--- src/rtl/max_pool_stream_if.sv ---
// Stream handshake bundle for max_pool_stream: raster samples in, pooled maxima out.
// The master side is the producer/consumer environment; the slave side is the pooling block.
interface max_pool_stream_if #(
  parameter int DATA_W = 16
);
  logic              in_valid;
  logic              in_ready;
  logic [DATA_W-1:0] in_data;
  logic              out_valid;
  logic              out_ready;
  logic [DATA_W-1:0] out_data;
  logic              frame_done;

  modport master (
    output in_valid, in_data, out_ready,
    input  in_ready, out_valid, out_data, frame_done
  );

  modport slave (
    input  in_valid, in_data, out_ready,
    output in_ready, out_valid, out_data, frame_done
  );
endinterface

--- src/rtl/max_pool_stream.sv ---
// KxK / stride-K signed max pooling over a raster-order sample stream, one output register.
// Optional macro MAX_POOL_RELU_EN clamps negative pooled maxima to zero.
module max_pool_stream #(
  parameter int DATA_W = 16,
  parameter int K      = 2,
  parameter int IMG_W  = 8,
  parameter int IMG_H  = 8
) (
  input  logic               clk,
  input  logic               rst_n,
  max_pool_stream_if.slave   bus
);

  localparam int NWIN = IMG_W / K;
  localparam int CW   = (IMG_W > 1) ? $clog2(IMG_W) : 1;
  localparam int RW   = (IMG_H > 1) ? $clog2(IMG_H) : 1;
  localparam int KW   = (K > 1) ? $clog2(K) : 1;
  localparam int WW   = (NWIN > 1) ? $clog2(NWIN) : 1;

  localparam logic [CW-1:0] COL_LAST = CW'(IMG_W - 1);
  localparam logic [RW-1:0] ROW_LAST = RW'(IMG_H - 1);
  localparam logic [KW-1:0] K_LAST   = KW'(K - 1);
  localparam logic [WW-1:0] WIN_LAST = WW'(NWIN - 1);

  typedef logic signed [DATA_W-1:0] sample_t;

  function automatic sample_t smax(input sample_t a, input sample_t b);
    if (a > b) begin
      return a;
    end else begin
      return b;
    end
  endfunction

  function automatic sample_t finalize(input sample_t m);
`ifdef MAX_POOL_RELU_EN
    if (m[DATA_W-1]) begin
      return '0;
    end else begin
      return m;
    end
`else
    return m;
`endif
  endfunction

  // kc/win are col split into (col % K, col / K) so no divider is needed for K=3.
  logic [CW-1:0] col_q, col_d;
  logic [KW-1:0] kc_q,  kc_d;
  logic [WW-1:0] win_q, win_d;
  logic [KW-1:0] kr_q,  kr_d;
  logic [RW-1:0] row_q, row_d;

  logic              out_valid_q,  out_valid_d;
  logic [DATA_W-1:0] out_data_q,   out_data_d;
  logic              out_last_q,   out_last_d;
  logic              frame_done_q, frame_done_d;

  sample_t buf_q [NWIN];

  logic    in_ready_s;
  logic    in_xfer_s;
  logic    out_xfer_s;
  logic    first_s;
  logic    last_s;
  logic    frame_last_s;
  sample_t cur_max_s;

  assign in_ready_s     = !out_valid_q || bus.out_ready;
  assign bus.in_ready   = in_ready_s;
  assign bus.out_valid  = out_valid_q;
  assign bus.out_data   = out_data_q;
  assign bus.frame_done = frame_done_q;

  // Handshake decode and window-position qualifiers for the sample on the bus.
  always_comb begin
    in_xfer_s    = bus.in_valid && in_ready_s;
    out_xfer_s   = out_valid_q && bus.out_ready;
    first_s      = (kr_q == '0) && (kc_q == '0);
    last_s       = (kr_q == K_LAST) && (kc_q == K_LAST);
    frame_last_s = (row_q == ROW_LAST) && (win_q == WIN_LAST);
    if (first_s) begin
      cur_max_s = sample_t'(bus.in_data);
    end else begin
      cur_max_s = smax(buf_q[win_q], sample_t'(bus.in_data));
    end
  end

  // Raster position: col -> kr -> row -> frame, stepping only on accepted samples.
  always_comb begin
    col_d = col_q;
    kc_d  = kc_q;
    win_d = win_q;
    kr_d  = kr_q;
    row_d = row_q;
    if (in_xfer_s) begin
      if (col_q == COL_LAST) begin
        col_d = '0;
        kc_d  = '0;
        win_d = '0;
        if (kr_q == K_LAST) begin
          kr_d = '0;
          if (row_q == ROW_LAST) begin
            row_d = '0;
          end else begin
            row_d = row_q + RW'(1);
          end
        end else begin
          kr_d  = kr_q + KW'(1);
          row_d = row_q + RW'(1);
        end
      end else begin
        col_d = col_q + CW'(1);
        if (kc_q == K_LAST) begin
          kc_d  = '0;
          win_d = win_q + WW'(1);
        end else begin
          kc_d  = kc_q + KW'(1);
          win_d = win_q;
        end
      end
    end else begin
      col_d = col_q;
      row_d = row_q;
    end
  end

  // Output register: a completing window reloads it even while the old value leaves.
  always_comb begin
    out_valid_d  = out_valid_q;
    out_data_d   = out_data_q;
    out_last_d   = out_last_q;
    frame_done_d = out_xfer_s && out_last_q;
    if (in_xfer_s && last_s) begin
      out_valid_d = 1'b1;
      out_data_d  = finalize(cur_max_s);
      out_last_d  = frame_last_s;
    end else if (out_xfer_s) begin
      out_valid_d = 1'b0;
      out_last_d  = 1'b0;
    end else begin
      out_valid_d = out_valid_q;
      out_data_d  = out_data_q;
    end
  end

  // Control and output state.
  always_ff @(posedge clk or negedge rst_n) begin
    if (!rst_n) begin
      col_q        <= '0;
      kc_q         <= '0;
      win_q        <= '0;
      kr_q         <= '0;
      row_q        <= '0;
      out_valid_q  <= 1'b0;
      out_data_q   <= '0;
      out_last_q   <= 1'b0;
      frame_done_q <= 1'b0;
    end else begin
      col_q        <= col_d;
      kc_q         <= kc_d;
      win_q        <= win_d;
      kr_q         <= kr_d;
      row_q        <= row_d;
      out_valid_q  <= out_valid_d;
      out_data_q   <= out_data_d;
      out_last_q   <= out_last_d;
      frame_done_q <= frame_done_d;
    end
  end

  // Partial maxima need no reset: the first sample of every window overwrites its entry.
  always_ff @(posedge clk) begin
    if (in_xfer_s) begin
      buf_q[win_q] <= cur_max_s;
    end
  end

endmodule

--- src/flat_wrapper.sv ---
// flat-port wrapper written by rule: the top's interface ports become plain ports
module max_pool_stream_flat 
#(
  parameter int DATA_W = 16,
  parameter int K      = 2,
  parameter int IMG_W  = 8,
  parameter int IMG_H  = 8
)
  (clk, rst_n, bus_in_valid, bus_in_data, bus_out_ready, bus_in_ready, bus_out_valid, bus_out_data, bus_frame_done);
  max_pool_stream_if #(.DATA_W(DATA_W)) bus_i ();
  input  logic clk;
  input  logic rst_n;
  input wire logic [$bits(bus_i.in_valid)-1:0] bus_in_valid;
  input wire logic [$bits(bus_i.in_data)-1:0] bus_in_data;
  input wire logic [$bits(bus_i.out_ready)-1:0] bus_out_ready;
  output wire logic [$bits(bus_i.in_ready)-1:0] bus_in_ready;
  output wire logic [$bits(bus_i.out_valid)-1:0] bus_out_valid;
  output wire logic [$bits(bus_i.out_data)-1:0] bus_out_data;
  output wire logic [$bits(bus_i.frame_done)-1:0] bus_frame_done;
  assign bus_i.in_valid = bus_in_valid;
  assign bus_i.in_data = bus_in_data;
  assign bus_i.out_ready = bus_out_ready;
  assign bus_in_ready = bus_i.in_ready;
  assign bus_out_valid = bus_i.out_valid;
  assign bus_out_data = bus_i.out_data;
  assign bus_frame_done = bus_i.frame_done;
  max_pool_stream #(.DATA_W(DATA_W), .K(K), .IMG_W(IMG_W), .IMG_H(IMG_H)) u_core (.clk(clk), .rst_n(rst_n), .bus(bus_i));
endmodule
--- config.mk ---
export PLATFORM = sky130hd
export DESIGN_NAME = max_pool_stream_flat
export DESIGN_NICKNAME = d
export VERILOG_FILES = /design/src/rtl/max_pool_stream_if.sv /design/src/rtl/max_pool_stream.sv /design/src/flat_wrapper.sv
export SDC_FILE = /design/constraint.sdc
export NUM_CORES = 1
export LEC_CHECK = 0
export ABC_AREA = 1
export CELL_PAD_IN_SITES_DETAIL_PLACEMENT = 0
export CELL_PAD_IN_SITES_GLOBAL_PLACEMENT = 1
export CORE_MARGIN = 5
export CORE_UTILIZATION = 54
export CTS_CLUSTER_SIZE = 12
export DETAILED_ROUTE_END_ITERATION = 10
export DONT_BUFFER_PORTS = 1
export GPL_ROUTABILITY_DRIVEN = 0
export GPL_TIMING_DRIVEN = 0
export HOLD_SLACK_MARGIN = 0.06
export PLACE_DENSITY_LB_ADDON = 0.3
export SYNTH_ARGS = -nofsm -noshare
export SYNTH_HDL_FRONTEND = slang
export SYNTH_SLANG_ARGS = --single-unit
--- constraint.sdc ---
create_clock -name clk -period 6.9 [get_ports clk]
set_clock_uncertainty 0.05 [all_clocks]
set_input_delay 1.725 -clock clk [delete_from_list [all_inputs] [get_ports clk]]
set_output_delay 1.725 -clock clk [all_outputs]
set_load 0.01 [all_outputs]
* Yosys cells after proc, flatten, opt, wreduce, memory -nomap -nowiden
Memory sizes are Yosys's and may differ from the RTL's.
Cells that the tools add are included.
** Cells by class
- $add $sub $neg :: 5
- $lt $le $gt $ge :: 1
- Equal/unequal tests :: 3
- Multiplexer cells :: 15
- Bitwise gates (word level) :: 2
- Reductions and logical operators :: 13
** Operators with widths (count)
- 2-to-1 mux 16 bit :: 2
- greater-than comparator 16 bit :: 1
- 2-to-1 mux 3 bit :: 3
- 2-to-1 mux 1 bit :: 8
- logical AND 1 bit :: 7
- adder 3 x 1 -> 3 bit, second input constant :: 2
- equality test 3 bit, second input constant :: 2
- 2-to-1 mux 2 bit :: 2
- AND reduction 2 bit :: 2
- nonzero test 2 bit :: 2
- adder 1 bit, second input constant :: 2
- adder 2 x 1 -> 2 bit, second input constant :: 1
- equality test 2 bit, second input constant :: 1
- NOT 1 bit :: 2
- logical NOT 1 bit :: 1
- logical OR 1 bit :: 1
** Word-level totals
- Bits in registers :: 29
- Bits in writable memories :: 64
- Bits of input ports :: 20
- Output and inout bits :: 19
- Memories kept :: 1
** Memories
- u_core.buf_q :: depth 4, bits a word 16, rd ports 1, clocked after Yosys merged registers in 0, write ports 1, RTL line max_pool_stream.sv:59 : sample_t buf_q [NWIN];

* Longest topological paths before layout
- Depth after elaboration :: 5
- Mapped depth :: 21
- Depth with buffers taken out :: 18

* Least setup slack after synthesis
Ideal clock, no wire load.
- Path type :: in2out
- Start point :: input port bus_out_ready
- End point :: output port bus_in_ready
- Data arrival time :: 1.843 ns
- Data required time :: 5.125 ns
- Setup slack :: 3.282 ns
- Stages :: 2
- Path buffers :: 0
- Cell sequence :: inv_1 -> nand2_2
** On the way
- Longest elaborated chain between the ends :: 1
** Ends and longest elaborated chain
- from (decl) :: RTL line flat_wrapper.sv:15 : input wire logic [$bits(bus_i.out_ready)-1:0] bus_out_ready;
- logical OR 1 bit :: RTL line max_pool_stream.sv:69 : assign in_ready_s = !out_valid_q || bus.out_ready;
- to (decl) :: RTL line flat_wrapper.sv:16 : output wire logic [$bits(bus_i.in_ready)-1:0] bus_in_ready;
No other way between the ends.

* Worst setup path after layout
Ends and elaborated chain as after synthesis.

==> insert_results.sql <==
INSERT INTO impl_metrics (metric_group, metric, value, unit) VALUES
('clocking', 'tritoncts.num_buffers', '9', ''),
('sta', 'timing_worst_slew_pin_value', '923', 'ps'),
('floorplanning', 'pin_count', '39', ''),
('clocking', 'clk_latency', '360', 'ps'),
('layout', 'area.sequential', '2650', 'sq um'),
('synthesis', 'synth_cells', '439', ''),
('synthesis', 'ys_seq_elements', '93', ''),
('clocking', 'postCtsHoldBufs', '0', ''),
('pwr', 'max-vdd-ir-drop', '0.326', 'mV'),
('detailed_routing', 'totalWireLength', '9530', 'microns'),
('synthesis', 'synth_top_family_by_area', 'simple AND/OR/NAND/NOR gates', ''),
('critical_path', 'worstSetupStartpoint', 'bus_out_ready', ''),
('critical_path', 'critPathRequiredTime', '5120', 'ps'),
('clocking', 'clock_sink_count', '93', ''),
('layout', 'layout.nets', '494', ''),
('synthesis', 'complex_gate_fraction_of_the_synthesized_area', '7.59', '%'),
('layout', 'fillerInstances', '701', ''),
('clocking', 'cts_repair_resize_count', '0', ''),
('clocking', 'cts_post_setup_buffers_inserted', '0', ''),
('detailed_routing', 'dr_total_vias', '3053', ''),
('critical_path', 'cp-end-kind', 'primary output', ''),
('global_route', 'grt-ovfl-total', '0', ''),
('pwr', 'power_frac_comb', '45.9', '%'),
('critical_path', 'cp_slowest_stage_delay', '90', 'ps'),
('synthesis', 'postSynthNetCount', '483', ''),
('sta', 'maxSlewViolCount', '0', ''),
('synthesis', 'synth_sequential_area_ratio', '58.6', '%'),
('pwr', 'power.sequential.fraction', '38.3', '%'),
('synthesis', 'syn_area', '4520', 'sq um'),
('detailed_routing', 'drt_iter0_markers', '113', ''),
('layout', 'multi_input_comb_area', '1590', 'sq um'),
('critical_path', 'worst_path_max_delay_cell', 'sky130_fd_sc_hd__nand2_2', ''),
('synthesis', 'synth_xor_xnor_area_share', '0.194', '%'),
('clocking', 'cts_htree_levels', '3', ''),
('min_path', 'hold_path.startpoint', 'u_core.kr_q', ''),
('detailed_routing', 'drc_errors', '0', ''),
('layout', 'final_layout_size_suffix_gt1_share', '11.0', '%'),
('placement', 'hpwl', '6970', 'microns'),
('critical_path', 'timing.critical_path.buf_inv', '1', ''),
('floorplanning', 'floorplan.rows', '33', ''),
('critical_path', 'cp_capture_point', 'bus_in_ready', ''),
('sta', 'slew_headroom', '38.4', '%'),
('synthesis', 'arithmetic_cell_share_of_the_synthesized_area_counting_full_adders_half_adders_and_majority_gates', '6.65', '%'),
('detailed_routing', 'antenna_violating_nets_post_route', '0', ''),
('critical_path', 'crit_cells', '2', ''),
('critical_path', 'crit_path_start_kind', 'input pin', ''),
('floorplanning', 'die_area', '10300', 'sq um'),
('outcome', 'outcome', 'completed', ''),
('clocking', 'root_buffer', 'sky130_fd_sc_hd__clkbuf_8', ''),
('critical_path', 'critical_path.cell_chain', 'inv_1 -> nand2_2', ''),
('critical_path', 'worst-r2r-setup-slack', '3490', 'ps'),
('pwr', 'clkPwrFrac', '15.8', '%'),
('clocking', 'cts_tree', 'yes', ''),
('detailed_routing', 'vias_per_cell', '5.45', ''),
('sta', 'layout_min_cycle_time', '3630', 'ps'),
('global_route', 'grt_usage', '20.3', '%'),
('critical_path', 'reg2reg_to', 'u_core.buf_q[0][12]', ''),
('sta', 'fin_tns_setup', '0', 'ps'),
('pwr', 'power.net_switching', '0.00114', 'W'),
('synthesis', 'ys_warn_count', '0', ''),
('min_path', 'min-delay-path-class', 'flip-flop to flip-flop', ''),
('synthesis', 'post_synth.cell_area_avg', '10.3', 'sq um'),
('pwr', 'power.switching_fraction', '41.1', '%'),
('sta', 'layout_worst_path_cycle_share', '52.6', '%'),
('floorplanning', 'initial_util', '55.2', '%'),
('pwr', 'leakage_component_of_the_power', '2.13', 'nW'),
('critical_path', 'timing_worst_setup_path_type', 'input pin to primary output', ''),
('global_route', 'grt_pass1_wl', '15700', 'microns'),
('floorplanning', 'fp.dieH', '101', 'microns'),
('global_route', 'pin_count_of_the_biggest_net_entering_global_routing', '30', ''),
('synthesis', 'synth_simple_gate_area_share', '20.5', '%');
placed cells by master (no fill, tap or decap), drive strengths merged, types with 3 or more instances in the layout:
cell      n
nand4    17
a32o     16
nor2     14
buf      10
edfxtp   64
clkbuf   16
clkinv    4
nand3    22
bufinv    3
o21ai     5
nand2   133
ha       24
dfrtp    29
and2     16
inv      53
a21oi    24
area by class of cell:
| class | instances | area share [%] |
|---|---|---|
| flip-flops and latches | 93 | 54.0 |
| multi-input cells | 276 | 32.4 |
| inverters | 54 | 4.13 |
| well taps | 105 | 2.68 |
| clock buffers | 10 | 2.60 |
| clock inverters | 6 | 2.42 |
| plain buffers | 16 | 1.79 |
registers in the layout, summed over array words and instances, names as in the netlist:
name / cells
u_core.kr_q: 1
u_core.bus.frame_done: 1
u_core.bus.out_data: 16
u_core.buf_q: 64
u_core.bus.out_valid: 1
u_core.kc_q: 1
u_core.win_q: 2
u_core.col_q: 3
u_core.row_q: 3
u_core.out_last_q: 1
through the flow:
step	total power [W]	util [%]	hold WS (ps)	setup WS, ps
final	0.00277	60.0	424	3270
after global placement	0.00229	56.8	405	3170
after global routing	0.00299	60.0	453	3250
after floorplan	0.00200	-	392	3280
after detailed placement	0.00234	57.0	413	3130
after CTS	0.00279	60.0	429	3270
synthesized netlist by cell type:
cell type,n,area [sq um]
sky130_fd_sc_hd__inv_2,1,3.75
sky130_fd_sc_hd__clkinv_1,3,11.3
sky130_fd_sc_hd__nand2_1,119,447
sky130_fd_sc_hd__nor2_2,2,12.5
sky130_fd_sc_hd__buf_2,7,35.0
sky130_fd_sc_hd__clkbuf_1,6,22.5
sky130_fd_sc_hd__o21ai_0,5,25.0
sky130_fd_sc_hd__inv_1,50,188
sky130_fd_sc_hd__nand3_4,1,17.5
sky130_fd_sc_hd__o21a_1,1,7.51
sky130_fd_sc_hd__nand3_2,1,10.0
sky130_fd_sc_hd__nor2_1,12,45.0
sky130_fd_sc_hd__xor2_1,1,8.76
sky130_fd_sc_hd__nand2_2,14,87.6
sky130_fd_sc_hd__a21o_1,1,7.51
sky130_fd_sc_hd__o211ai_1,1,7.51
sky130_fd_sc_hd__ha_1,24,300
sky130_fd_sc_hd__a32o_1,16,160
sky130_fd_sc_hd__a21oi_1,22,110
sky130_fd_sc_hd__edfxtp_1,64,1920
sky130_fd_sc_hd__a21oi_2,2,17.5
sky130_fd_sc_hd__dfrtp_1,29,726
sky130_fd_sc_hd__nand4_1,17,106
sky130_fd_sc_hd__buf_8,1,15.0
sky130_fd_sc_hd__buf_4,2,15.0
sky130_fd_sc_hd__nand3_1,20,100
sky130_fd_sc_hd__o31ai_1,1,7.51
sky130_fd_sc_hd__and2_1,16,100
how the worst min path moves through the flow:
stage / to / cells past startpoint / slack, ps
6_report: u_core.kr_q / 1 / 420
5_1_grt: u_core.kr_q / 1 / 450
4_1_cts: u_core.kr_q / 1 / 430
3_5_place_dp: u_core.kr_q / 1 / 410
3_3_place_gp: u_core.kr_q / 1 / 410
2_1_floorplan: u_core.kr_q / 1 / 390
cell families after synthesis:
kind of cell,after synthesis
compound gates,49
xor+xnor,1
fa+ha+maj,24
buf+inv,70
flops,93
simple gates,202
per-layer routing:
layer  vias to the layer above  part of all wire (%)  track usage, %
li1                       1509                     -               -
met1                      1440                    44            26.3
met2                        87                    48            33.3
met3                        17                   6.5            5.72
met4                         0                   1.6            5.93
met5                         -                     0               0
power groups by stage:
stage | Sequential, W | Clock [W] | Combinational (W)
after CTS | 0.00106 | 0.000442 | 0.00128
final | 0.00106 | 0.000436 | 0.00127
after detailed placement | 0.00107 | 0 | 0.00127
after floorplan | 0.00105 | 0 | 0.000950
after global placement | 0.00107 | 0 | 0.00122
after global routing | 0.00108 | 0.000471 | 0.00144
(Power assumes the default switching activity.)
